[config.mk]
export PLATFORM = sky130hd
export DESIGN_NAME = adcalign_mon
export DESIGN_NICKNAME = d
export VERILOG_FILES = /design/src/rtl/adcalign_mon.sv
export SDC_FILE = /design/constraint.sdc
export NUM_CORES = 1
export LEC_CHECK = 0
export ABC_AREA = 1
export BUFFER_PORTS_ARGS = -buffer_cell sky130_fd_sc_hd__buf_4
export CAP_MARGIN = 20
export CORE_ASPECT_RATIO = 1.75
export CORE_MARGIN = 2
export CORE_UTILIZATION = 51
export DETAILED_ROUTE_END_ITERATION = 7
export HOLD_SLACK_MARGIN = 0.1
export PLACE_DENSITY = 0.71
export SYNTH_ARGS = -nofsm -noshare
export SYNTH_HDL_FRONTEND = slang
export SYNTH_SLANG_ARGS = --single-unit
[constraint.sdc]
create_clock -name CLK -period 4.8 [get_ports CLK]
set_input_delay 0.72 -clock CLK [delete_from_list [all_inputs] [get_ports CLK]]
set_output_delay 0.72 -clock CLK [all_outputs]
set_load 0.1 [all_outputs]
[src/rtl/adcalign_mon.sv]
// adcalign_mon: frame-alignment search, lock monitor and saturating link counters for one ADC.
// Define ADCALIGN_AUTORELOCK_EN to restart the search automatically on loss of lock.
module adcalign_mon #(
   parameter int NLANE = 8,
   parameter int W = 6,
   parameter logic [W-1:0] FRPAT = 6'b111000,
   parameter int SETTLE = 4,
   parameter int LOCKCNT = 16,
   parameter int LOSSCNT = 4,
   parameter int MAXSLIP = 12,
   parameter int CNTW = 8,
   parameter int SELW = 4
) (
   input  logic CLK,
   input  logic RST,
   input  logic [W-1:0] FR,
   input  logic [NLANE*W-1:0] DIN,
   input  logic start,
   input  logic enb,
   input  logic clr,
   output logic BS,
   output logic busy,
   output logic locked,
   output logic fail,
   input  logic [SELW-1:0] rd_sel,
   output logic [CNTW-1:0] rd_dat
);
   localparam int SW = $clog2(MAXSLIP + 1);
   localparam int GW = $clog2(LOCKCNT + 1);
   localparam int BW = $clog2(LOSSCNT + 1);
   localparam int TW = $clog2(SETTLE + 1);
   typedef enum logic [2:0] {IDLE, SLIP, WAIT, CHECK, LOCKED, FAILED} state_t;
`ifdef ADCALIGN_AUTORELOCK_EN
   localparam state_t LOSS = SLIP;
`else
   localparam state_t LOSS = IDLE;
`endif
   state_t st, nx;
   logic [SW-1:0] slip_cnt;
   logic [GW-1:0] good_cnt;
   logic [BW-1:0] bad_cnt;
   logic [TW-1:0] wait_cnt;
   logic [W-1:0] fr_d;
   logic [NLANE*W-1:0] din_d;
   logic [CNTW-1:0] inst [NLANE+1];
   logic [CNTW-1:0] ferr, rd_nx;
   logic [NLANE:0] chg;
   logic match, searching, restart;

   assign match = FR == FRPAT;
   assign searching = st inside {SLIP, WAIT, CHECK};
   assign restart = start && !searching;
   assign chg[0] = FR != fr_d;
   for (genvar i = 0; i < NLANE; i++) begin : g_chg
      assign chg[i+1] = DIN[W*i +: W] != din_d[W*i +: W];
   end

   always_comb begin
      nx = st;
      case (st)
         IDLE, FAILED: nx = start ? CHECK : st;
         SLIP: nx = WAIT;
         WAIT: nx = (wait_cnt == TW'(SETTLE - 1)) ? CHECK : WAIT;
         CHECK: nx = !match ? ((slip_cnt == SW'(MAXSLIP)) ? FAILED : SLIP)
                            : ((good_cnt == GW'(LOCKCNT - 1)) ? LOCKED : CHECK);
         LOCKED: nx = start ? CHECK : (!match && bad_cnt == BW'(LOSSCNT - 1)) ? LOSS : LOCKED;
         default: nx = IDLE;
      endcase
   end

   // outputs are decodes of the state being entered, so they line up with st
   always_ff @(posedge CLK or posedge RST) begin
      if (RST) begin
         st <= IDLE;
         BS <= 1'b0;
         busy <= 1'b0;
         locked <= 1'b0;
         fail <= 1'b0;
         wait_cnt <= '0;
         good_cnt <= '0;
         bad_cnt <= '0;
         slip_cnt <= '0;
      end else begin
         st <= nx;
         BS <= nx == SLIP;
         busy <= nx inside {SLIP, WAIT, CHECK};
         locked <= nx == LOCKED;
         fail <= nx == FAILED;
         wait_cnt <= (st == WAIT) ? wait_cnt + 1'b1 : '0;
         good_cnt <= (st == CHECK && match) ? good_cnt + 1'b1 : '0;
         bad_cnt <= (nx == LOCKED && !match) ? bad_cnt + 1'b1 : '0;
         slip_cnt <= (restart || (st == LOCKED && nx == SLIP)) ? '0 : (st == SLIP) ? slip_cnt + 1'b1 : slip_cnt;
      end
   end

   for (genvar i = 0; i <= NLANE; i++) begin : g_cnt
      always_ff @(posedge CLK or posedge RST)
         if (RST) inst[i] <= '0;
         else inst[i] <= clr ? '0 : (enb && chg[i] && !(&inst[i])) ? inst[i] + 1'b1 : inst[i];
   end

   assign rd_nx = (rd_sel <= SELW'(NLANE)) ? inst[rd_sel] :
                  (rd_sel == SELW'(NLANE + 1)) ? ferr :
                  (rd_sel == SELW'(NLANE + 2)) ? CNTW'(slip_cnt) : '0;

   always_ff @(posedge CLK or posedge RST) begin
      if (RST) begin
         fr_d <= '0;
         din_d <= '0;
         ferr <= '0;
         rd_dat <= '0;
      end else begin
         fr_d <= FR;
         din_d <= DIN;
         rd_dat <= rd_nx;
         ferr <= clr ? '0 : (enb && st == LOCKED && !match && !(&ferr)) ? ferr + 1'b1 : ferr;
      end
   end
endmodule

==> summary by stage <==
Outcome
The flow ran to the end, and the final reports show no timing, DRC or antenna violations.

Die
The die span in x is 104.4 um. The die covers 18740 sq um. The die is 179.6 um tall. The core region area is 17380 sq um. For this configuration, the core starts out at a cell density of 51.73%. The count of standard-cell rows is 64. 75 I/O pins were placed.

Power and ir drop
Total power for the finished layout comes to 3.429 mW. For this design the static power due to leakage is 5.257 nW. IR analysis of the VDD net gives a maximum drop of 0.4083 mV. The power per cell area is 331.0 nW/um^2.

Finish
The number of antenna diodes in the final layout is 0. In the layout the commonest cells are nand2_1 (231), dfrtp_1 (164), inv_1 (122), nand3_1 (120). In the final design database the tool counted 1231 nets. The share of cells above drive strength 1 is 14.53%. The most common cell after layout, fill and taps aside is nand2_1.

The area growth from synthesis to layout is 15.26%. The final cell utilization of the core is 59.62%.

Global routing
The initial antenna violation count is 0. The largest net degree at the start of global routing is 100. Summed over all layers, the global routing overflow is 0.

In the global route stage, met2 resource usage came out at 42.48%. After global routing, the most crowded layer is met2. In the global route stage, overall resource usage came out at 23.62%. The wire length of the first global-routing pass is 35.38 mm. The via count of the first global-routing pass is 7377. Global routing used 25.61% of the available met1 tracks. Global routing consumed, on the met3 layer, 4.931% of the routing resources.

Worst setup path
The endpoint arrival time on the critical path is 2.41 ns. The worst endpoint required time is 5.17 ns. STA classifies the critical path endpoint as a register. The critical path start-end classification is input port to register.

STA classifies the critical path startpoint as an input port. Along the worst path, the maximum fanout reaches 99.

Synth
The primary flip-flop cell chosen by synthesis mapping is dfrtp_1. The proportion of synthesized area in mux cells is 0%. The share of flip-flops with an asynchronous set or reset is 100.0%.

The synthesized netlist devotes 5.512% of its cell area to compound gates. The sequential-to-total area share from yosys stat is 45.66%. The dominant combinational cell family by area after synthesis is simple AND/OR/NAND/NOR gates.

The simple-gate share of the synthesized area is 31.43%. After synthesis, the mean cell area works out to 8.338 sq um. The post-synthesis instance area is 8989 sq um. For this run, the number of Yosys warnings is 0. The synthesized netlist contains 36 unique library cells.

The post-synthesis instance total is 1078. Counting flops and latches in the post-synthesis netlist gives 164. The adder-cell share of the synthesized area is 2.506%. The number of nets in the synthesized netlist is 1159. The synthesized-area fraction occupied by xor and xnor cells is 7.990%. The number of synthesized flops with an enable pin is 0.

Drt
Once detail routing completed, the nets flagged for antenna violations numbered 0. The first routing iteration left 389 violations. For this block, the via count after detailed routing is 7451. The pre-antenna-repair detailed-routing pass consisted of 5 iterations.

The final routed wirelength across all metal layers is 21.18 mm. After detailed routing, the number of remaining DRC violations is 0. Dividing the detail-routed wire length by the instance count gives 15.19 um. In the routed layout, each cell is associated on average with a via count of 5.345.

Clock network
In this run the clock root is driven by a clkbuf_16. In this run, CTS created clock tree buffers numbering 17. The H-tree generated during clock tree synthesis spans 4 levels. The clock slew seen by the registers of the worst setup and hold paths is 0.07 ns. The total of cells resized after clock tree synthesis is 0. The maximum buffer depth of the clock tree is 2.

For this design, the sink count on the clock tree is 164. In this run the post-CTS setup repair buffer count came out at 0. TritonCTS built the clock tree. The number of buffers inserted by hold repair at cts is 0. The later pin in the worst-skew pair is clocked with a latency of 0.44 ns.

Timing
The measured slew at the worst slew-check pin is 0.9634 ns. Setup repair after global routing left no endpoint under its margin. Between clock sinks in the finished design, the worst skew comes to 0.008953 ns.

Once routing completed, OpenROAD measured the worst setup slack at 2.767 ns. Summed over all failing endpoints, the final setup total negative slack is 0 ns. The count of endpoints failing hold in the final timing report is 0. Setup violations remaining at the end of the flow were counted as 0. The maximum clock frequency is 492.0 MHz. The share of the clock period used by the worst path after layout is 42.35%. Subtracting the final worst setup slack from the clock period gives 2.033 ns.

The worst slew margin relative to its limit is 35.77%. The count of pins over their slew limit is 0.

Min path
The tightest min-delay check is of the input port to asynchronous set/reset pin type.

Placed design
Buffers placed on the I/O ports in this run total 74. The last weighted congestion value of the routability-driven placer is 0.8887. The setup slack after placement is 2.354 ns.

Detailed placement ended at an HPWL of 15.45 mm.

Run
The count of maximum capacitance violations is 0.
critical path, stage by stage:
cell     delay (ns)
buf_4          0.15
inv_4          0.67
buf_4          0.54
nand4_1        0.15
nand2_1        0.10
cells in the mapped netlist, types with 2 or more instances:
master	n	area share [%]
nor3b_1	2	0.17
o221ai_1	2	0.19
xnor2_1	8	0.78
nor2_2	8	0.56
or2_0	4	0.28
o22ai_1	6	0.42
nand3_2	11	1.2
nand2_2	5	0.35
ha_1	18	2.5
nor2_1	74	3.1
a21oi_1	24	1.3
nand3_1	120	6.7
clkbuf_1	5	0.21
nand2_1	231	9.6
dfrtp_1	164	46
o2111ai_1	7	0.68
inv_2	12	0.50
nand2_4	9	1.1
inv_1	123	5.1
buf_4	2	0.17
buf_2	13	0.72
xor2_1	74	7.2
nand4_1	76	5.3
nor3_1	16	0.89
nor2_4	9	1.1
o21ai_0	17	0.95
buf_1	4	0.17
a21oi_4	2	0.36
nor3_4	2	0.36
o211ai_1	12	1.0
or2_1	7	0.49
o21ai_1	7	0.39
cells by family after synthesis:
family | count (synthesis)
simple gates | 576
flops | 164
buf+inv | 159
xor+xnor | 82
compound gates | 79
fa+ha+maj | 18
layer usage:
metal / wire length [um] / vias to the layer above / part of all wire, %
li1: - / 3708 / -
met1: 7994 / 3510 / 38
met2: 11360 / 180 / 54
met3: 829 / 53 / 3.9
met4: 999 / 0 / 4.7
met5: 0 / - / 0
where the power goes:
| group | total, mW | switching, mW | internal [mW] |
|---|---|---|---|
| clock network | 1.37 | 0.574 | 0.801 |
| registers | 1.52 | 0.0611 | 1.46 |
| logic | 0.533 | 0.369 | 0.163 |
cell type report:
| type | count | area (sq um) |
|---|---|---|
| multi-input combinational | 755 | 4264 |
| clock inverter | 13 | 146.4 |
| tap | 231 | 289.0 |
| fill | 1588 | 7017 |
| clock buffer | 19 | 452.9 |
| inverter | 135 | 513.0 |
| timing repair buffer | 77 | 590.6 |
| sequential | 164 | 4104 |
sequential cells by signal (all words and copies together) (netlist names), 3 cells and up:
name / cells
fr_d: 6
st: 3
din_d: 48
slip_cnt: 4
rd_dat: 8
inst: 72
good_cnt: 5
ferr: 8
wait_cnt: 3
bad_cnt: 3
worst paths after layout:
path / start / to / slack (ns) / cells past startpoint
min in group CLK: DIN[9] / din_d[9] / 0.40 / 1
max in group asynchronous: RST / inst[24] / 3.32 / 3
min: RST / inst[8] / 0.35 / 2
max: clr / inst[50] / 2.77 / 5
min reg2reg: bad_cnt[0] / bad_cnt[0] / 0.44 / 1
max reg2reg: inst[9] / inst[15] / 3.09 / 8
per-stage QoR:
stage          area (sq um)  hold WS (ns)  cells
3_5_place_dp           9761        0.4326   1362
2_1_floorplan          8992        0.4076   1078
6_report              10360        0.3500   1394
5_1_grt               10360        0.3797   1394
4_1_cts               10360        0.3626   1394
3_3_place_gp           9761        0.4191   1362
Note: power is estimated with default switching activity, not from simulation.
